--- src/rtl/alu_pkg.sv ---
// Shared definitions for the ALU command sequencer: opcodes, FSM encoding and the
// command-word layout pushed through the command FIFO.
package alu_pkg;

    localparam int OP_W   = 4;
    localparam int DATA_W = 4;
    localparam int RES_W  = 8;
    localparam int CMD_W  = OP_W + 2 * DATA_W;

    // bit3 selects the arithmetic group, bits[2:0] the operation within it
    typedef enum logic [OP_W-1:0] {
        OP_AND    = 4'b0000, OP_OR,  OP_XOR, OP_NAND, OP_NOR, OP_XNOR, OP_NOT, OP_REDAND,
        OP_ADD    = 4'b1000, OP_SUB, OP_MUL, OP_DIV,  OP_MOD, OP_INC,  OP_SHR, OP_SHL
    } alu_op_t;

    typedef enum logic [1:0] {
        ST_IDLE,
        ST_ISSUE,
        ST_WAIT,
        ST_HOLD
    } seq_state_t;

    typedef struct packed {
        logic [OP_W-1:0]   sel;
        logic [DATA_W-1:0] a;
        logic [DATA_W-1:0] b;
    } cmd_t;

    function automatic logic is_div_by_zero(input cmd_t c);
        return ((c.sel == OP_DIV) || (c.sel == OP_MOD)) && (c.b == '0);
    endfunction

endpackage

--- src/rtl/alu_cmd_fifo.sv ---
// Command FIFO for the ALU sequencer. Pushes are refused while full even if a pop
// happens on the same edge; the head word is readable combinationally.
module alu_cmd_fifo
    import alu_pkg::*;
#(
    parameter int DEPTH = 4
) (
    input  logic                     clk,
    input  logic                     rst,
    input  logic                     push_i,
    input  cmd_t                     din_i,
    input  logic                     pop_i,
    output cmd_t                     dout_o,
    output logic [$clog2(DEPTH):0]   count_o,
    output logic                     full_o,
    output logic                     empty_o
);

    localparam int PTR_W = $clog2(DEPTH);
    localparam int CNT_W = PTR_W + 1;

    cmd_t             mem [DEPTH];
    logic [PTR_W-1:0] wr_ptr_q;
    logic [PTR_W-1:0] rd_ptr_q;
    logic [CNT_W-1:0] count_q;
    logic             do_push;
    logic             do_pop;

    assign full_o  = (count_q == CNT_W'(DEPTH));
    assign empty_o = (count_q == '0);
    assign do_push = push_i && !full_o;
    assign do_pop  = pop_i && !empty_o;

    always_ff @(posedge clk) begin
        if (do_push) begin
            mem[wr_ptr_q] <= din_i;
        end
    end

    // Pointers wrap naturally because DEPTH is a power of two.
    always_ff @(posedge clk or posedge rst) begin
        if (rst) begin
            wr_ptr_q <= '0;
            rd_ptr_q <= '0;
            count_q  <= '0;
        end else begin
            if (do_push) wr_ptr_q <= wr_ptr_q + PTR_W'(1);
            if (do_pop)  rd_ptr_q <= rd_ptr_q + PTR_W'(1);
            case ({do_push, do_pop})
                2'b10:   count_q <= count_q + CNT_W'(1);
                2'b01:   count_q <= count_q - CNT_W'(1);
                default: ;
            endcase
        end
    end

    // The sequencer loads the head on the same edge it pops, so the read is unregistered.
    assign dout_o  = mem[rd_ptr_q];
    assign count_o = count_q;

endmodule

--- src/rtl/alu_cmd_sequencer.sv ---
// Issues queued commands to an external registered ALU and holds each result for the consumer.
// Define ALU_DIV_GUARD_EN to short-circuit divide/modulo by zero with res_data=8'hFF, res_err=1.
module alu_cmd_sequencer
    import alu_pkg::*;
#(
    parameter int DEPTH = 4
) (
    input  logic                   clk,
    input  logic                   rst,
    input  logic                   cmd_valid,
    output logic                   cmd_ready,
    input  logic [3:0]             cmd_a,
    input  logic [3:0]             cmd_b,
    input  logic [3:0]             cmd_sel,
    output logic [3:0]             alu_a,
    output logic [3:0]             alu_b,
    output logic [3:0]             alu_sel,
    input  logic [7:0]             alu_y,
    output logic                   res_valid,
    input  logic                   res_ready,
    output logic [7:0]             res_data,
    output logic                   res_err,
    output logic [$clog2(DEPTH):0] count
);

    seq_state_t  state_q;
    logic [3:0]  alu_a_q;
    logic [3:0]  alu_b_q;
    logic [3:0]  alu_sel_q;
    logic [7:0]  res_data_q;
    logic        res_valid_q;
    cmd_t        cmd_word;
    cmd_t        head;
    logic        fifo_full;
    logic        fifo_empty;
    logic        pop;
    logic        guard_hit;

    assign cmd_word = {cmd_sel, cmd_a, cmd_b};

    alu_cmd_fifo #(.DEPTH(DEPTH)) u_fifo (
        .clk     (clk),
        .rst     (rst),
        .push_i  (cmd_valid),
        .din_i   (cmd_word),
        .pop_i   (pop),
        .dout_o  (head),
        .count_o (count),
        .full_o  (fifo_full),
        .empty_o (fifo_empty)
    );

    assign cmd_ready = !fifo_full;
    assign pop = !fifo_empty &&
                 ((state_q == ST_IDLE) || ((state_q == ST_HOLD) && res_ready));

`ifdef ALU_DIV_GUARD_EN
    logic res_err_q;
    assign guard_hit = is_div_by_zero(head);
    assign res_err   = res_err_q;
`else
    assign guard_hit = 1'b0;
    assign res_err   = 1'b0;
`endif

    always_ff @(posedge clk or posedge rst) begin
        if (rst) begin
            state_q     <= ST_IDLE;
            alu_a_q     <= '0;
            alu_b_q     <= '0;
            alu_sel_q   <= '0;
            res_data_q  <= '0;
            res_valid_q <= 1'b0;
`ifdef ALU_DIV_GUARD_EN
            res_err_q   <= 1'b0;
`endif
        end else begin
            case (state_q)
                ST_ISSUE: state_q <= ST_WAIT;
                ST_WAIT: begin
                    res_data_q  <= alu_y;
                    res_valid_q <= 1'b1;
                    state_q     <= ST_HOLD;
`ifdef ALU_DIV_GUARD_EN
                    res_err_q   <= 1'b0;
`endif
                end
                ST_HOLD: begin
                    if (res_ready) begin
                        res_valid_q <= 1'b0;
                        state_q     <= ST_IDLE;
                    end
                end
                default: ;
            endcase
            // A pop (from IDLE or an accepted HOLD) overrides the transitions above.
            if (pop) begin
                if (guard_hit) begin
                    res_data_q  <= 8'hFF;
                    res_valid_q <= 1'b1;
                    state_q     <= ST_HOLD;
`ifdef ALU_DIV_GUARD_EN
                    res_err_q   <= 1'b1;
`endif
                end else begin
                    alu_a_q   <= head.a;
                    alu_b_q   <= head.b;
                    alu_sel_q <= head.sel;
                    state_q   <= ST_ISSUE;
                end
            end
        end
    end

    assign alu_a     = alu_a_q;
    assign alu_b     = alu_b_q;
    assign alu_sel   = alu_sel_q;
    assign res_data  = res_data_q;
    assign res_valid = res_valid_q;

endmodule

--- config.mk ---
export PLATFORM = sky130hd
export DESIGN_NAME = alu_cmd_sequencer
export DESIGN_NICKNAME = d
export VERILOG_FILES = /design/src/rtl/alu_pkg.sv /design/src/rtl/alu_cmd_fifo.sv /design/src/rtl/alu_cmd_sequencer.sv
export SDC_FILE = /design/constraint.sdc
export NUM_CORES = 1
export LEC_CHECK = 0
export BUFFER_PORTS_ARGS = -buffer_cell sky130_fd_sc_hd__buf_4
export CELL_PAD_IN_SITES_DETAIL_PLACEMENT = 0
export CELL_PAD_IN_SITES_GLOBAL_PLACEMENT = 1
export CORE_UTILIZATION = 40
export CTS_CLUSTER_DIAMETER = 150
export DETAILED_ROUTE_END_ITERATION = 12
export PLACE_DENSITY = 0.72
export SYNTH_ARGS = -nofsm -noshare
export SYNTH_HDL_FRONTEND = slang
export SYNTH_HIERARCHICAL = 1
export SYNTH_SLANG_ARGS = --single-unit
--- constraint.sdc ---
create_clock -name clk -period 2.4 [get_ports clk]
set_input_delay 0.48 -clock clk [delete_from_list [all_inputs] [get_ports clk]]
set_output_delay 0.48 -clock clk [all_outputs]
set_load 0.01 [all_outputs]
==> flow_summary.toml <==
[run_status]
status = "finished clean"

[worst_setup_path]
reg2reg_from = "state_q[1]"
worst_ep_arrival_time_ns = 2.47
crit_type = "reg2reg"
cp-start-kind = "flop"
reg2reg_slack_ns = 0.20
ff2ff_path_depth = 9
r2r_end = "u_fifo/count_o[2]"
path_max_fanout = 8
crit_path_end_kind = "flop"
worstPathRequired_ns = 2.67

[power_and_ir_drop]
p_per_area_mw_per_mm2 = 1310
p_leak_nw = 1.56
vdd.ir_drop.worst_mv = 0.459

[routing]
top_layer = "met4"
dr.pass1.iters = 4
vias = 1800
antenna_left = 0
drt-initial-drc-count = 65
drc = 0
met3_length_microns = 254
wl_met1_microns = 2540
vias_per_cell = 5.00
wl_met2_microns = 2810
drt_wl_total_microns = 5730
wl_per_cell_microns = 15.9

[layout]
post-route-util = 0.509
final_common_cell = "buf_4"
final_area_sq_mm = 0.00397
num_antenna_cells = 0
drive_gt1_frac = 0.403
fin_nets = 283
most-common-layout-cells = "62 x buf_4, 48 x edfxtp_1, 30 x dfrtp_1"
area_growth_pct = 22.3

[placement]
placed_cell_area_sq_mm = 0.00378
portBuffers = 48
dpl.hpwl_microns = 3880
gp_congestion = 0.706

[floorplanning]
rows = 32
ios = 50
initial_core_util = 0.416
die_w_microns = 92.1
core-area_sq_mm = 0.00781
dieArea_sq_mm = 0.00848
die_h_microns = 92.1

[timing]
clock.fmax_ghz = 0.455
setup-tns-final_ns = 0
slew_viol_final = 0
finalHoldViolCount = 0
setup_viol = 0
rsz0062_at_grt = "no"
whs_ns = 0.0772
layout_min_cycle_time_ns = 2.20
skew_ns = 0.0104
fin_crit_sh = 0.916

[synth]
synth_fa_ha_area_frac = 0.0254
synth-xor-area-share = 0.0162
synth_compound_area_frac = 0.0435
synth_simple_gate_area_frac = 0.0643
ys_types = 36
synth_top_flop_cell = "edfxtp_1"
yosysSeqAreaShare = 0.675
synth-edff-count = 48
synth.area.mux_share = 0.144
avgSynthCellArea_sq_um = 17.2
yosys_warnings = 6
synth_seq_cells = 78
synthCells = 189
async_flop_share = 0.385
syn-num-nets = 219
synth_area_sq_mm = 0.00325
synth_top_family_by_area = "multiplexers"

[global_route]
grt-ovfl-total = 0
grt_antenna_before_repair = 0
grt_use_total = 0.148
grt_first_pass_wirelength_microns = 9190
grt_max_degree = 24
grt_pass1_vias = 1746

[hold_path]
hold_path.class = "in2async"

[clock_network]
cts_made_buffers = 9
clk_latency_ns = 0.35
clockBufferDepth = 2
clock-sinks = 78
cts_max_level = 3
cts_post_setup_buffers_inserted = 0
cts_hold_buf = 0
cts.clk_slew.worst_paths_ns = 0.08
cts_tree = "built"
root_buffer = "clkbuf_8"
cts_resized = 0

[job]
cap_viol_max_count = 0
[registers in the layout, summed over array words and instances (netlist names)]
signal           cells
res_data             8
alu_a                4
alu_sel              4
state_q              2
res_valid            1
u_fifo/mem          48
alu_b                4
u_fifo/wr_ptr_q      2
u_fifo/count_o       3
u_fifo/rd_ptr_q      2
[area by class of cell]
type	count	area [sq um]
Clock buffer	10	128
Clock inverter	6	70.1
Fill cell	683	3830
Inverter	9	33.8
Multi-Input combinational cell	93	957
Sequential cell	78	2190
Tap cell	102	128
Timing Repair Buffer	62	465
[synthesized netlist by cell type (5+ instances only)]
library cell  count  area share
a21oi_1           7       0.011
and2_1            5      0.0096
dfrtp_1          30        0.23
edfxtp_1         48        0.44
ha_1              5       0.019
inv_1             9       0.010
mux2_2           14       0.049
mux4_2            8       0.055
nand2b_1          7       0.013
o211ai_1          6       0.014
o22ai_1           6       0.012
or4_1             6       0.014
[worst max-delay path by stage]
stage,end,from,slack (ns),cells after the start
global route,u_fifo/count_o[2],state_q[1],0.03,9
global placement,u_fifo/count_o[2],res_ready,0.13,10
finish,u_fifo/count_o[2],state_q[1],0.20,9
floorplan,u_fifo/count_o[2],u_fifo/count_o[0],0.01,10
detailed placement,u_fifo/count_o[2],res_ready,0.12,10
CTS,u_fifo/count_o[2],state_q[1],0.20,9
[metrics by stage]
step	total power, mW	cells	setup WS (ns)
detailed placement	4.28	344	0.121
global route	5.54	360	0.0349
floorplan	3.51	189	0.0125
CTS	5.27	360	0.199
finish	5.20	360	0.201
global placement	4.23	344	0.131
[worst max-delay path, cell delays in order, from the launching register on]
cell and delay, ns:
dfrtp_1 0.47, a21boi_0 0.21, nor3b_4 0.24, o31a_1 0.19, ha_1 0.18, inv_1 0.06
fa_1 0.37, xor2_1 0.15, nor2_1 0.12, xor2_1 0.15
[power by group]
group | switching (mW) | internal [mW] | total [mW] | leakage, nW
clock | 0.490 | 0.490 | 0.980 | 0.101
combinational | 0.927 | 1.13 | 2.06 | 0.674
sequential | 0.273 | 1.88 | 2.15 | 0.785
total | 1.69 | 3.51 | 5.20 | 1.56
[cell families after synthesis]
group                      after synthesis
DFF                                     78
and+or+nand+nor                         30
muxes                                   28
AOI/OAI and AO/OA                       22
buffers and inverters                   18
adders and majority gates                6
xor gates and xnor gates                 6
other                                    1
[per-layer routing]
metal  up-vias  track usage
met5         -            0
met4         0       0.0781
met3         9       0.0315
met2        47        0.232
met1       901        0.194
li1        843            -
No activity file was read; power rests on OpenSTA's default activity.
